===== config.mk =====
export PLATFORM = sky130hd
export DESIGN_NAME = mux4_arbiter
export DESIGN_NICKNAME = d
export VERILOG_FILES = /design/src/rtl/mux4_arbiter_pkg.sv /design/src/rtl/mux4_arbiter_mux4.sv /design/src/rtl/mux4_arbiter.sv
export SDC_FILE = /design/constraint.sdc
export NUM_CORES = 1
export LEC_CHECK = 0
export CAP_MARGIN = 30
export CORE_ASPECT_RATIO = 1.2
export CORE_UTILIZATION = 33
export DETAILED_ROUTE_END_ITERATION = 8
export PLACE_DENSITY_LB_ADDON = 0.12
export SYNTH_ARGS = -nofsm -noshare
export SYNTH_HDL_FRONTEND = slang
export SYNTH_SLANG_ARGS = --single-unit

===== constraint.sdc =====
create_clock -name i_clock -period 1.8 [get_ports i_clock]
set_input_delay 0.27 -clock i_clock [delete_from_list [all_inputs] [get_ports i_clock]]
set_output_delay 0.27 -clock i_clock [all_outputs]
set_load 0.01 [all_outputs]

===== src/rtl/mux4_arbiter_pkg.sv =====
// mux4_arbiter_pkg: shared widths, requester count and FSM state encoding
package mux4_arbiter_pkg;
  localparam int NB_DEFAULT        = 32;
  localparam int NB_SELECT_DEFAULT = 2;
  localparam int N_REQ             = 4;
  typedef enum logic {
    ST_IDLE = 1'b0,
    ST_FULL = 1'b1
  } state_e;
endpackage


===== src/rtl/mux4_arbiter_mux4.sv =====
// mux4: 4:1 word multiplexer
//   i_select -> picks i_a/i_b/i_c/i_d onto o_data
module mux4 #(
  parameter int NB = 32
) (
  input  logic [1:0]    i_select,
  input  logic [NB-1:0] i_a,
  input  logic [NB-1:0] i_b,
  input  logic [NB-1:0] i_c,
  input  logic [NB-1:0] i_d,
  output logic [NB-1:0] o_data
);
  always_comb o_data = i_select[1] ? (i_select[0] ? i_d : i_c) : (i_select[0] ? i_b : i_a);
endmodule


===== src/rtl/mux4_arbiter.sv =====
// mux4_arbiter: round-robin arbiter of four requesters into one registered valid/ready word
//   i_clock, i_reset (async, active-low)
//   i_req, i_a..i_d  -> four requesters; o_grant one-hot accept strobe (combinational)
//   o_data, o_select, o_valid / i_ready -> registered output handshake
module mux4_arbiter
  import mux4_arbiter_pkg::*;
#(
  parameter int NB        = NB_DEFAULT,
  parameter int NB_SELECT = NB_SELECT_DEFAULT
) (
  input  logic                 i_clock,
  input  logic                 i_reset,
  input  logic [N_REQ-1:0]     i_req,
  input  logic [NB-1:0]        i_a,
  input  logic [NB-1:0]        i_b,
  input  logic [NB-1:0]        i_c,
  input  logic [NB-1:0]        i_d,
  input  logic                 i_ready,
  output logic [N_REQ-1:0]     o_grant,
  output logic [NB-1:0]        o_data,
  output logic [NB_SELECT-1:0] o_select,
  output logic                 o_valid
);
  state_e               state_q;
  logic [NB-1:0]        data_q;
  logic [NB-1:0]        mux_out;
  logic [NB_SELECT-1:0] sel_q;
  logic [NB_SELECT-1:0] ptr_q;
  logic [NB_SELECT-1:0] winner;
  logic                 found;
  logic                 take;
  // Scans from lowest to highest priority so the highest-priority hit is written last.
  function automatic logic [NB_SELECT:0] pick(input logic [N_REQ-1:0] req, input logic [NB_SELECT-1:0] ptr);
    logic [NB_SELECT:0]   r;
    logic [NB_SELECT-1:0] k;
    r = '0;
    for (int i = N_REQ - 1; i >= 0; i--) begin
      k = ptr + NB_SELECT'(i);
      if (req[k]) r = {1'b1, k};
    end
    return r;
  endfunction
  assign {found, winner} = pick(i_req, ptr_q);
  assign take            = found && (state_q == ST_IDLE || i_ready);
  // Reset gates only the combinational strobe, keeping it out of the flops' data path.
  assign o_grant         = (i_reset && take) ? N_REQ'(1) << winner : '0;
  assign o_valid         = state_q == ST_FULL;
  assign o_data          = data_q;
  assign o_select        = sel_q;
  mux4 #(.NB(NB)) u_mux4 (
    .i_select (winner),
    .i_a      (i_a),
    .i_b      (i_b),
    .i_c      (i_c),
    .i_d      (i_d),
    .o_data   (mux_out)
  );
  always_ff @(posedge i_clock or negedge i_reset) begin
    if (!i_reset) begin
      state_q <= ST_IDLE;
      data_q  <= '0;
      sel_q   <= '0;
      ptr_q   <= '0;
    end else if (take) begin
      state_q <= ST_FULL;
      data_q  <= mux_out;
      sel_q   <= winner;
      ptr_q   <= winner + NB_SELECT'(1);
    end else if (state_q == ST_FULL && i_ready) begin
      state_q <= ST_IDLE;
    end
  end
endmodule


# Yosys cells after proc, flatten, opt, wreduce, memory -nomap -nowiden
# Index checks and enable logic that the tools add are counted.
# op_classes
add_sub_neg,4
order_cmp,4
shifts,1
muxes,18
n_bitwise,1
reduce_logical,5
# ops
op,count
2-to-1 mux 32 bit,3
less-than comparator 2 x 3 -> 1 bit (second input constant),4
2-to-1 mux 3 bit,4
binary-select mux 1 bit (select 2 bit),4
2-to-1 mux 1 bit,6
adder 2 x 1 -> 2 bit (second input constant),2
adder 2 bit (second input constant),2
2-to-1 mux 4 bit,1
left shift 1 x 2 -> 4 bit (first input constant),1
logical AND 1 bit,3
nonzero test 2 bit,1
logical OR 1 bit,1
inverter 1 bit,1
# totals
reg_bits,37
input_bits,135
elab_cells,37

# Depth between registers and ports, before layout
# depth
ltp_word,10
depth_mapped,8
mapped_depth_nobuf,5

# By module
# Synthesis repeated with hierarchy kept, for this count alone.
# unflattened
hier_cells,142
hier_area_um2,2506.2
# by_module_without_submodules
mod,n_inst,cells_per_inst,area_each_um2
mux4_arbiter,1,103,1691.6
mux4,1,39,814.5

# Worst setup path before layout
# Ideal clock, no wire load.
# synth_timing
path_type,register -> output
start,reg ptr_q[0]
end,out o_grant[2]
t_arrival_ps,1489
path_slack_ps,41
stages_incl_launch_ff,7
path_cell_list,dfrtp_1 -> nand2b_1 -> and3_1 -> o22ai_2 -> buf_6 -> buf_6 -> nor3b_1
# synth_via
elab_chain_len,10
elab_cells_between_ends,19
# synth_lines
item,line_no,rtl
"start, declared",mux4_arbiter.sv:28,logic [NB_SELECT-1:0] ptr_q;
"start signal, assigned",mux4_arbiter.sv:68,ptr_q <= winner + NB_SELECT'(1);
adder 2 bit,mux4_arbiter.sv:38,k = ptr + NB_SELECT'(i);
binary-select mux 1 bit (select 2 bit),mux4_arbiter.sv:39,"if (req[k]) r = {1'b1, k};"
2-to-1 mux 1 bit (not written as such),mux4_arbiter.sv:39,
2-to-1 mux 3 bit (3 in a row),mux4_arbiter.sv:39,
2-to-1 mux 3 bit *,mux4_arbiter.sv:39,
logical AND 1 bit,mux4_arbiter.sv:44,assign take = found && (state_q == ST_IDLE || i_ready);
logical AND 1 bit,mux4_arbiter.sv:46,assign o_grant = (i_reset && take) ? N_REQ'(1) << winner : '0;
2-to-1 mux 4 bit *,mux4_arbiter.sv:46,
"end, declared",mux4_arbiter.sv:19,"output logic [N_REQ-1:0] o_grant,"
# Mark *: on every way between the ends. The rest lies on a longest branch, timed or not. The select of a mux whose other input is x is not followed.

# Worst setup path after layout
# layout_timing
start,reg ptr_q[0]
end,"reg data_q[11], in the netlist o_data[11]"
# layout_via
elab_chain_len,9
elab_cells_between_ends,19
# layout_lines
item,line_no,rtl
adder 2 bit,mux4_arbiter.sv:38,
binary-select mux 1 bit (select 2 bit),mux4_arbiter.sv:39,
2-to-1 mux 1 bit (not written as such),mux4_arbiter.sv:39,
2-to-1 mux 3 bit (3 in a row),mux4_arbiter.sv:39,
2-to-1 mux 3 bit *,mux4_arbiter.sv:39,
2-to-1 mux 32 bit (2 in a row),mux4_arbiter_mux4.sv:13,always_comb o_data = i_select[1] ? (i_select[0] ? i_d : i_c) : (i_select[0] ? i_b : i_a);
"end signal, assigned",mux4_arbiter.sv:66,data_q <= mux_out;
"end, declared",mux4_arbiter.sv:25,logic [NB-1:0] data_q;
# Marked as above.
# A chain may end at the register's enable or synchronous reset.

==> impl.org <==
** Run status
- Outcome :: complete, but fails checks
- The final reports fail on setup timing.

** Logic synthesis
- Synthesis produced a netlist with a net count of 330.
- Cell types occupying the most area after synthesis :: sky130_fd_sc_hd__dfrtp_1 42%, sky130_fd_sc_hd__a222oi_1 15%, sky130_fd_sc_hd__mux2i_1 15%
- Synthesis-stage register bit count :: 37
- Fraction of the yosys area taken by sequential cells :: 42.31%
- The mapped netlist covers 2188 um^2.
- Among all flip-flop cells after synthesis, the most frequent one is sky130_fd_sc_hd__dfrtp_1.
- Area share of the leading cell type in the synthesized netlist :: 42.31%
- Average cell area after synthesis :: 11.22 um^2
- EDFF count, synth :: 0
- After technology mapping, the gate count stands at between 150 and 200.
- Of all cell types, the one taking the most synthesized area is sky130_fd_sc_hd__dfrtp_1.
- For this run, the number of Yosys warnings is 0.
- Async set-or-reset flop fraction in the synthesized netlist :: 100.0%
- Synthesis instantiated 31 different standard cells from the library.

** Clock tree
- After clock tree synthesis, the clock-pin slew on the worst setup and hold paths is 0.07 ns.
- Clock tree synthesis found a total of 37 sinks.
- Deepest clock path buffer count :: 2
- Root buffer cell :: sky130_fd_sc_hd__clkbuf_8
- TritonCTS built the clock tree.
- Number of buffers created by CTS :: 5
- Number of levels in the clock H-tree :: 2
- Clock latency at the later pin of the worst-skew pair :: 0.29 ns

** Setup path
- Stage delay of the slowest cell on the critical path :: 0.43 ns
- Max stage delay cell, worst path :: sky130_fd_sc_hd__dfrtp_1
- Worst path arrival time :: around 2.1 ns
- STA classifies the critical path endpoint as a flip-flop.
- Cell Chain, Critical Path :: nor2b_4, buf_4, buf_4, o221a_4, a211oi_4, buf_6, a222oi_1, o21ai_1
- Critical Path Source Type :: flip-flop
- Along the worst path, the maximum fanout reaches 14.
- Register-to-register setup slack :: -0.06 ns
- Library cell appearing most often on the critical path :: sky130_fd_sc_hd__buf_4
- The setup path with the least slack is of type flip-flop to flip-flop.
- Data required time of the worst path :: approximately 2.0 ns

** STA
- For the finished layout, the period the worst path requires is 1.865 ns.
- The max-slew violation count was 0.
- Worst clock skew :: 0.006403 ns
- Post-layout worst setup margin :: -0.06462 ns
- Number of failing setup endpoints in the final timing report :: 28
- Timing would allow up to 536.3 MHz.
- In the finished design, the share of the clock period the worst path needs comes to 103.6%.
- Measured against its own limit, the worst slew margin works out to 71.74%.
- Measured slew at the worst slew-check pin :: 0.4225 ns
- Unrepaired setup endpoints after global routing :: true
- Worst-case hold slack :: 0.4930 ns
- The number of endpoints with negative hold slack in the final report came to 0.

** Routing
- Dividing the detail-routed wire length by the instance count gives 17.20 um.
- Wires add up to 8.376 mm.
- Detail Route Antenna Nets :: 0
- Via density per instance :: 5.248
- First-pass DRT Iterations :: 8
- Via count :: 2,556
- # DRC :: 0
- First-iteration detailed-routing DRC count :: 130

** Cells and area
- Summing all multi-input logic gate instances after layout gives 1171 um^2.
- Final core area utilization :: around 70%
- Commonest non-fill, non-tap cell in the layout :: sky130_fd_sc_hd__clkdlybuf4s50_1
- The top cell types in the final layout, fill and taps aside, are 164 x sky130_fd_sc_hd__clkdlybuf4s50_1, 36 x sky130_fd_sc_hd__dfrtp_1, 33 x sky130_fd_sc_hd__o21ai_1.
- In the final layout, the share of cells above drive strength 1 is between 10% and 20%.
- Number of nets at the end of the flow :: 536
- The sequential cells in the finished layout cover a total of 927.1 um^2.
- Fill cells in the final layout number 531.
- Number of antenna diodes :: 0
- From synthesis to final layout, the design area changed by 104.3%.

** Die
- From bottom edge to top edge, the die measures 91.21 um.
- The floorplan has 32 rows.
- The die covers 6962 um^2.
- Starting utilization of the core area :: 34.16%
- For this design the top-level I/O count stands at 174.
- Floorplan Core Area :: 6406 um^2
- Width of the die :: 76.34 um

** Placement
- The HPWL after detailed placement is 6.236 mm.
- The count of buffers added on input and output ports is 173.
- The congestion estimate from routability-driven global placement came to ~0.8.

** Pwr
- Power comes to between 0.003 and 0.004 W.
- Power per cell area :: 854.8 nW/um^2
- Across the VDD grid, the largest voltage drop is 0.5332 mV.
- In this run the static leakage power is 1.909 nW.

** Global route
- GRT Resource Usage Total :: 23.96%
- The number of antenna violations at the first check in global routing was 0.
- The number of global-route vias before repair came to 2,663.
- The first global-routing pass estimated 13.04 mm of wire.
- Total congestion overflow after global routing :: 0
- Largest net degree at the start of global routing :: 25

** Job
- Max-cap violations in this run came to 0.

** Hold path
- The min-delay analysis places its worst path in the category flip-flop to flip-flop.
## flip-flops by register name, indices dropped and copies added (netlist names)
register  cells
ptr_q         2
o_data       32
o_valid       1
o_select      2
## through the flow
step | std cells | instance area (um^2) | setup WS [ns] | setup TNS, ns
floorplan | 195 | 2188 | 0.04079 | 0
global placement | 467 | 4160 | -0.6076 | -19.05
detailed placement | 467 | 4160 | -0.6630 | -19.65
CTS | 480 | 4343 | -0.04892 | -0.1148
global route | 487 | 4472 | -0.1563 | -3.748
finish | 487 | 4472 | -0.06462 | -0.9984
## path summary, 6_finish.rpt
kind,startpoint,depth (start not counted),end
worst max-delay path,ptr_q[0],8,o_data[11]
worst min-delay path,o_select[1],2,o_select[1]
worst max register to register,ptr_q[0],8,o_data[11]
worst min register to register,o_select[1],2,o_select[1]
max in group asynchronous,i_reset,3,ptr_q[1]
min in group asynchronous,i_reset,3,o_data[17]
## synth_stat cells (all sizes together), types with 2 or more instances
cell type and number:
a21oi 3, nand2b 4, nor2b 2, o21ai 35, buf 15, mux2i 32
nand2 6, nor3b 2, nor2 6, nor3 3, clkbuf 4, dfrtp 37
inv 2, a222oi 32, o22ai 2, a21o 2
## worst max-delay path, delay by kind of cell (launching register included)
family                 cells  cell delay [ns]
buffers and inverters      3             0.49
AOI/OAI and AO/OA          4             0.80
and+or+nand+nor            1             0.07
DFF                        1             0.43
## power by group
group	total, W	leakage, nW	switching (W)	internal (W)
Clock	0.000650	0.0542	0.000303	0.000347
Combinational	0.00198	1.41	0.000768	0.00121
Sequential	0.00120	0.449	0.000138	0.00106
Total	0.00382	1.91	0.00121	0.00261
## kinds of logic after synthesis
kind of cell / count (synthesis) / share of synthesized area [%]
AOI/OAI and AO/OA: 78 / 28.36
buffers and inverters: 21 / 7.661
DFF: 37 / 42.31
muxes: 32 / 14.64
and+or+nand+nor: 27 / 7.033
## what timing repair did
item | in CTS | in global routing
gates cloned | 0 | 4
endpoints found under the hold margin | 13 | 0
pin swaps | 17 | 15
gates resized for setup | 33 | 13
hold buffers | 1 | 0
setup buffers | 4 | 3
setup endpoints to repair | 37 | 37
## layer usage
layer	vias up	wire (um)	global-route usage, %
li1	1206	-	-
met5	-	0	0
met4	0	207	9.455
met1	1230	2987	25.49
met3	18	507	4.623
met2	102	4674	45.72
## cell type report
| type | instances | share of cell area, % |
|---|---|---|
| flip-flops and latches | 37 | 20.73 |
| multi-input cells | 137 | 26.19 |
| well taps | 85 | 2.378 |
| repair buffers | 218 | 48.27 |
| inverters | 2 | 0.1679 |
| clock buffers | 7 | 2.154 |
| clock inverters | 1 | 0.1119 |
No activity file was read; power rests on OpenSTA's default activity.
